$ cat config.mk
export PLATFORM = sky130hd
export DESIGN_NAME = mio_arbiter
export DESIGN_NICKNAME = d
export VERILOG_FILES = /design/src/rtl/mio_pkg.sv /design/src/rtl/mio_prio_pick.sv /design/src/rtl/mio_arbiter.sv
export SDC_FILE = /design/constraint.sdc
export NUM_CORES = 1
export LEC_CHECK = 0
export BUFFER_PORTS_ARGS = -buffer_cell sky130_fd_sc_hd__buf_2
export CAP_MARGIN = 40
export CORE_AREA = 2 2 118 120
export DETAILED_ROUTE_END_ITERATION = 8
export DIE_AREA = 0 0 120 122
export PLACE_DENSITY_LB_ADDON = 0.15
export SYNTH_ARGS = -nofsm -noshare
export SYNTH_HDL_FRONTEND = slang
export SYNTH_SLANG_ARGS = --single-unit
$ cat constraint.sdc
create_clock -name clk -period 4.6 [get_ports clk]
set_input_delay 0.69 -clock clk [delete_from_list [all_inputs] [get_ports clk]]
set_output_delay 0.69 -clock clk [all_outputs]
set_load 0.01 [all_outputs]
$ cat src/rtl/mio_pkg.sv
// Shared definitions for the MIO port arbiter: FSM state encoding and
// default parameter values.
package mio_pkg;

    typedef enum logic [1:0] {
        IDLE  = 2'b00,
        BUSY0 = 2'b01,
        BUSY1 = 2'b10,
        DONE  = 2'b11
    } mio_state_e;

    localparam int DEF_DATA_W   = 32;
    localparam int DEF_ADDR_W   = 32;
    localparam int DEF_MAX_WAIT = 4;
    localparam int DEF_TIMEOUT  = 16;

endpackage

$ cat src/rtl/mio_prio_pick.sv
// Combinational owner selection: CPU (m0) wins unless master 1 has been
// starved, in which case master 1 wins a tie.
module mio_prio_pick (
    input  logic       m0_req,
    input  logic       m1_req,
    input  logic       starve,
    output logic [1:0] pick
);

    always_comb begin
        pick = 2'b00;
        if (m1_req && (!m0_req || starve)) begin
            pick = 2'b10;
        end else if (m0_req) begin
            pick = 2'b01;
        end
    end

endmodule

$ cat src/rtl/mio_arbiter.sv
// Two-master arbiter for the shared MIO slave port. One FSM owns the slave
// request, the per-master completion pulses and the starvation counter.
module mio_arbiter
    import mio_pkg::*;
#(
    parameter int DATA_W   = DEF_DATA_W,
    parameter int ADDR_W   = DEF_ADDR_W,
    parameter int MAX_WAIT = DEF_MAX_WAIT,
    parameter int TIMEOUT  = DEF_TIMEOUT
) (
    input  logic              clk,
    input  logic              reset,
    input  logic              m0_req,
    input  logic              m0_we,
    input  logic [ADDR_W-1:0] m0_addr,
    input  logic [DATA_W-1:0] m0_wdata,
    output logic              m0_ready,
    output logic              m0_err,
    output logic [DATA_W-1:0] m0_rdata,
    input  logic              m1_req,
    input  logic              m1_we,
    input  logic [ADDR_W-1:0] m1_addr,
    input  logic [DATA_W-1:0] m1_wdata,
    output logic              m1_ready,
    output logic              m1_err,
    output logic [DATA_W-1:0] m1_rdata,
    output logic              s_req,
    output logic              s_we,
    output logic [ADDR_W-1:0] s_addr,
    output logic [DATA_W-1:0] s_wdata,
    input  logic              s_ready,
    input  logic [DATA_W-1:0] s_rdata,
    output logic [1:0]        grant,
    output logic [1:0]        fsm_state
);

    // Handshake: a master holds req (with stable we/addr/wdata) until it sees
    // its one-cycle ready; the slave holds nothing, it pulses s_ready once
    // while s_req is high and s_rdata is valid in that same cycle.

    mio_state_e  state;
    logic [3:0]  wait_cnt;
    logic [7:0]  tmo_cnt;
    logic [1:0]  pick;
    logic        starve;

    assign starve    = (wait_cnt == 4'(MAX_WAIT));
    assign fsm_state = state;

    mio_prio_pick u_pick (
        .m0_req (m0_req),
        .m1_req (m1_req),
        .starve (starve),
        .pick   (pick)
    );

    always_ff @(posedge clk or negedge reset) begin
        if (!reset) begin
            state    <= IDLE;
            wait_cnt <= '0;
            tmo_cnt  <= '0;
            m0_ready <= 1'b0;
            m0_err   <= 1'b0;
            m0_rdata <= '0;
            m1_ready <= 1'b0;
            m1_err   <= 1'b0;
            m1_rdata <= '0;
            s_req    <= 1'b0;
            s_we     <= 1'b0;
            s_addr   <= '0;
            s_wdata  <= '0;
            grant    <= 2'b00;
        end else begin
            m0_ready <= 1'b0;
            m0_err   <= 1'b0;
            m1_ready <= 1'b0;
            m1_err   <= 1'b0;
            case (state)
                IDLE: begin
                    if (pick[0]) begin
                        state   <= BUSY0;
                        s_req   <= 1'b1;
                        s_we    <= m0_we;
                        s_addr  <= m0_addr;
                        s_wdata <= m0_wdata;
                        grant   <= 2'b01;
                        tmo_cnt <= '0;
                        if (m1_req && !starve) begin
                            wait_cnt <= wait_cnt + 4'd1;
                        end
                    end else if (pick[1]) begin
                        state    <= BUSY1;
                        s_req    <= 1'b1;
                        s_we     <= m1_we;
                        s_addr   <= m1_addr;
                        s_wdata  <= m1_wdata;
                        grant    <= 2'b10;
                        tmo_cnt  <= '0;
                        wait_cnt <= '0;
                    end
                end
                BUSY0, BUSY1: begin
                    if (s_ready || tmo_cnt == 8'(TIMEOUT - 1)) begin
                        state <= DONE;
                        s_req <= 1'b0;
                        grant <= 2'b00;
                        if (state == BUSY0) begin
                            m0_ready <= 1'b1;
                            m0_err   <= !s_ready;
                            if (s_ready && !s_we) m0_rdata <= s_rdata;
                        end else begin
                            m1_ready <= 1'b1;
                            m1_err   <= !s_ready;
                            if (s_ready && !s_we) m1_rdata <= s_rdata;
                        end
                    end else begin
                        tmo_cnt <= tmo_cnt + 8'd1;
                    end
                end
                default: begin
                    state <= IDLE;
                end
            endcase
        end
    end

endmodule

# == After elaboration in Yosys (flattened, before gate mapping) ==
# Cells that the tools add are included.
# totals
elab_cells,82
in_bits,167
output_inout_bits,138
regBits,150
# classes
mux,37
bitwise,1
reduce_logical,20
n_addsub,2
eq_ne,8
# ops
operator,count
32-bit two-way mux,4
8-bit two-way mux,3
1-bit two-way mux,18
8-bit case mux with 2 select lines,1
4-bit two-way mux,3
2-bit two-way mux,5
3-bit AND reduction,3
"8-bit by 1-bit adder with 8-bit output, second input constant",1
"8-bit by 4-bit equality test with 1-bit output, second input constant",1
2-bit case mux with 2 select lines,2
4-bit AND reduction,2
"4-bit by 1-bit adder with 4-bit output, second input constant",1
"4-bit by 3-bit equality test with 1-bit output, second input constant",1
1-bit zero test,4
"2-bit != test, second input constant",2
2-bit AND reduction,2
2-bit nonzero test,2
1-bit logical AND,3
"3-bit != test, second input constant",1
"2-bit by 1-bit equality test with 1-bit output, second input constant",1
"2-bit equality test, second input constant",1
2-bit zero test,1
1-bit logical OR,2
"2-bit by 1-bit != test with 1-bit output, second input constant",1
other kinds (3),3

# == Logic depth before layout (Yosys ltp) ==
# logic_depth
ltp_word,7
ltp_mapped,8
depth_no_buf,6

# == Hierarchy ==
# Synthesis repeated with hierarchy kept, for this count alone.
# unflattened
hier_cells,548
area_unflattened_um2,6662.6
# modules_own_cells
module,cells_each,seq_area_each_um2,instances,area_each_um2
mio_arbiter,545,3753.6,1,6643.9
mio_prio_pick,3,0.0,1,18.8

# == Worst setup path before layout ==
# Ideal clock, no wire load.
# synth_path
path_type,register -> register
start,register state[1] (netlist: fsm_state[1])
end,register m0_rdata[0]
path_stages_with_launch,9
n_path_buf,3
slack_ns,2.600
synth_period_minus_slack_ns,2.000
arrival_ns,1.875
setup_time_ns,0.125
required_ns,4.475
path_cell_list,dfrtp_1 inv_1 ha_1 buf_2 nand2_1 or3_1 buf_2 buf_6 mux2_4
# synth_between
elab_chain_cells,3
elab_cells_between_ends,4
classes_between,eq/ne (2); reduce/logical (2)
# synth_lines
item,line,text
from (decl),mio_arbiter.sv:41,mio_state_e state;
from (signal assigned),mio_arbiter.sv:59,state <= IDLE;
from (signal assigned),mio_arbiter.sv:81,state <= BUSY0;
from (signal assigned),mio_arbiter.sv:92,state <= BUSY1;
2-bit by 1-bit equality test with 1-bit output / 2-bit equality test (equally long branches),"mio_arbiter.sv:78, mio_arbiter.sv:107",
2-bit OR reduction,mio_arbiter.sv:78,case (state)
4-bit AND reduction (no source line) *,n/a,
to (signal assigned),mio_arbiter.sv:110,if (s_ready && !s_we) m0_rdata <= s_rdata;
to (decl),mio_arbiter.sv:19,"output logic [DATA_W-1:0] m0_rdata,"
# Every way passes the cells marked *; elsewhere a longest branch is shown, timed or not.
# A chain may end at the register's enable or synchronous reset.

# == Worst setup path in the final report ==
# layout_path
start,register state[1] (netlist: fsm_state[1])
end,register m0_rdata[9]
# The elaborated chain is that of the path after synthesis.

==> flow_metrics.tcl <==
set metrics [dict create \
    finalSetupViolCount 0 \
    worstSetupStartpointType "flop" \
    antenna_found_initial 0 \
    yosysSeqAreaShare_pct 56.16 \
    overflow 0 \
    synth-seq-cells 150 \
    grtUsageTotal_pct 23.39 \
    avgRoutedWirePerCell_um 16.41 \
    p_leak_nw 4.754 \
    root_buffer "clkbuf_16" \
    post_cts_buffers 0 \
    fin_skew_ps 9.635 \
    crit_arrival_ps 2890 \
    viasPerCell 5.075 \
    dr.pass1.iters 4 \
    endpoint_kind "flop" \
    io_pins 305 \
    cts.sinks 150 \
    cts_hold_buffers 0 \
    cts_inserted_buffers 17 \
    netlist_instances 549 \
    synth.avg_cell_area_um2 12.17 \
    syn-cell-area_um2 6684 \
    hold_viol_final 0 \
    remaining_drc_errors 0 \
    fin_util_pct 66.06 \
    synth_fp_nets 722 \
    setup_tns_ps 0 \
    routed_wl_um 17060 \
    cap_violations 0 \
    rrSetupSlack_ps 2000 \
    slew_viol_final 0 \
    ir_drop_mv 0.2620 \
    fin_nets 1019 \
    route.vias.total 5273 \
    hold_path_class "in -> async" \
    grt_max_degree 99 \
    row_count 43 \
    cts_tree "built" \
    reg2reg_to "m0_rdata[9]$_DFFE_PN0P_" \
    start_util_pct 49.50 \
    p_per_area_nw_per_um2 676.6 \
    clk_pin_slew_ps 60 \
    status "complete, no violations" \
    final_common_cell "buf_2" \
    drtAntennaViolNets 0 \
    max_slew.worst_pin.slew_ps 896.5 \
    relSlewSlack_pct 40.23 \
    path_class "reg -> reg" \
    insertion_delay_ps 410 \
    area_growth_pct 33.47 \
    ys_types 43 \
    place_congestion 0.8174 \
    nFillCells 1107 \
    r2r_cells 6 \
    final_layout_size_suffix_gt1_share_pct 47.73 \
    clockBufferDepth 2 \
    die_h_um 122 \
    critPathMaxFanout 27 \
    crit_required_ps 4890 \
    grt_pass1_vias 5198 \
    cts_resized 0 \
    rsz0062_at_grt "no" \
    fp.dieW_um 120 \
    grt_pass1_wl_um 26610 \
    core_area_um2 13500 \
    dp_hpwl_um 12880 \
    period_needed_ps 2597 \
    first_iter_violations 236 \
    insertedDiodeCount 0 \
    max_freq_ghz 0.3851 \
    portBuffers 304 \
    layout_common_cells "buf_2, dfrtp_1, nand2_1, o21ai_0, mux2i_1" \
    finalCritPeriodShare_pct 56.45 \
    r2r-start "fsm_state[1]$_DFFE_PN0P_" \
    dieArea_um2 14640 \
    yosys_warnings 0 \
    htree_levels 4 \
]
state kept, by name, summed over array words and instances, names as in the netlist, 2 cells and up:
signal,flops
m0_rdata,32
m1_rdata,32
s_addr,32
s_wdata,32
tmo_cnt,8
wait_cnt,4
fsm_state,2
grant,2
metal layers:
layer	wire, um	track usage (%)	part of all wire [%]	up-vias
li1	-	-	-	2536
met1	7067	29.64	41	2520
met2	8744	39.95	51	200
met3	974	5.197	5.7	17
met4	268	7.647	1.6	0
met5	0	0	0	-
cells in the mapped netlist:
| cell type | n | share of area, % |
|---|---|---|
| a31oi_1 | 1 | 0.094 |
| nand3b_1 | 2 | 0.22 |
| or3b_2 | 1 | 0.13 |
| ha_1 | 6 | 1.1 |
| a211o_1 | 1 | 0.13 |
| o21ai_0 | 76 | 5.7 |
| mux2_2 | 32 | 5.4 |
| o211ai_1 | 1 | 0.11 |
| buf_2 | 16 | 1.2 |
| nor3b_2 | 1 | 0.19 |
| nand2b_1 | 1 | 0.094 |
| buf_4 | 6 | 0.67 |
| a211oi_1 | 1 | 0.11 |
| a21oi_1 | 2 | 0.15 |
| and3_1 | 1 | 0.094 |
| nor3_1 | 8 | 0.60 |
| nand3_1 | 6 | 0.45 |
| a21boi_0 | 2 | 0.22 |
| nor4_1 | 1 | 0.094 |
| a22oi_1 | 1 | 0.11 |
| or4_1 | 1 | 0.11 |
| or3_1 | 1 | 0.094 |
| o21bai_1 | 1 | 0.11 |
| clkbuf_1 | 8 | 0.45 |
| mux2i_1 | 71 | 11 |
| nand2_1 | 76 | 4.3 |
| dfrtp_1 | 150 | 56 |
| o2bb2ai_1 | 1 | 0.13 |
| buf_6 | 3 | 0.51 |
| nand4_1 | 2 | 0.19 |
| nor3_2 | 1 | 0.15 |
| a21o_1 | 4 | 0.45 |
| a22o_1 | 4 | 0.52 |
| nand2_2 | 1 | 0.094 |
| nand4b_1 | 1 | 0.13 |
| inv_1 | 7 | 0.39 |
| nor4b_1 | 3 | 0.39 |
| mux2_1 | 2 | 0.34 |
| nor2_1 | 12 | 0.67 |
| a32o_1 | 1 | 0.15 |
| and4b_1 | 2 | 0.30 |
| mux2_4 | 30 | 6.7 |
| a21oi_2 | 1 | 0.13 |
how the worst max path moves through the flow:
stage / from / end / slack (ps) / depth (start not counted)
after floorplan: fsm_state[1]$_DFFE_PN0P_ / m0_rdata[0]$_DFFE_PN0P_ / 2600 / 8
final: fsm_state[1]$_DFFE_PN0P_ / m0_rdata[9]$_DFFE_PN0P_ / 2000 / 6
after global placement: m1_req / s_wdata[21]$_DFFE_PN0P_ / 1930 / 6
after detailed placement: m1_req / s_wdata[20]$_DFFE_PN0P_ / 1810 / 6
after global routing: wait_cnt[0]$_DFFE_PN0P_ / s_wdata[20]$_DFFE_PN0P_ / 1840 / 7
after CTS: fsm_state[1]$_DFFE_PN0P_ / m0_rdata[9]$_DFFE_PN0P_ / 2020 / 6
kinds of logic (layout without fill, tap and decap cells):
| kind of cell | count (synthesis) | count (layout) | synth area share (%) |
|---|---|---|---|
| AO/OA/AOI/OAI | 97 | 97 | 8.124 |
| adder cells (fa/ha/maj) | 6 | 6 | 1.123 |
| buffers and inverters | 40 | 350 | 3.220 |
| flip-flops | 150 | 150 | 56.16 |
| multiplexers | 135 | 135 | 23.10 |
| AND/OR/NAND/NOR | 121 | 121 | 8.274 |
through the flow:
step | cell area [um2] | cells | power, mW | hold slack (ps) | setup slack, ps
finish | 8921 | 1039 | 6.036 | 240.1 | 2003
global route | 8921 | 1039 | 6.453 | 266.4 | 1841
global placement | 8309 | 1005 | 4.638 | 457.9 | 1926
floorplan | 6684 | 549 | 3.716 | 394.4 | 2600
CTS | 8921 | 1039 | 6.099 | 248.0 | 2019
detailed placement | 8357 | 1007 | 4.754 | 463.9 | 1811
final cells by class:
cell class	instances	area [um2]	area share, %
Timing Repair Buffer	311	1613	18.08
Clock inverter	13	131.4	1.473
Tap cell	180	225.2	2.525
Inverter	7	26.28	0.2945
Sequential cell	150	3754	42.08
Multi-Input combinational cell	359	2739	30.70
Clock buffer	19	432.9	4.853
report_power, final:
group	total, mW	internal (mW)	leakage, nW	switching [mW]
clock network	1.32	0.795	0.277	0.528
logic	2.42	1.13	2.62	1.29
registers	2.29	1.94	1.85	0.352
total	6.04	3.86	4.75	2.17
worst max-delay path: stages (launching register included):
cell,delay [ps]
dfrtp_1,420
inv_1,90
ha_1,600
nand2_1,200
or3_2,590
buf_12,240
mux2_4,320
(Power assumes the default switching activity.)
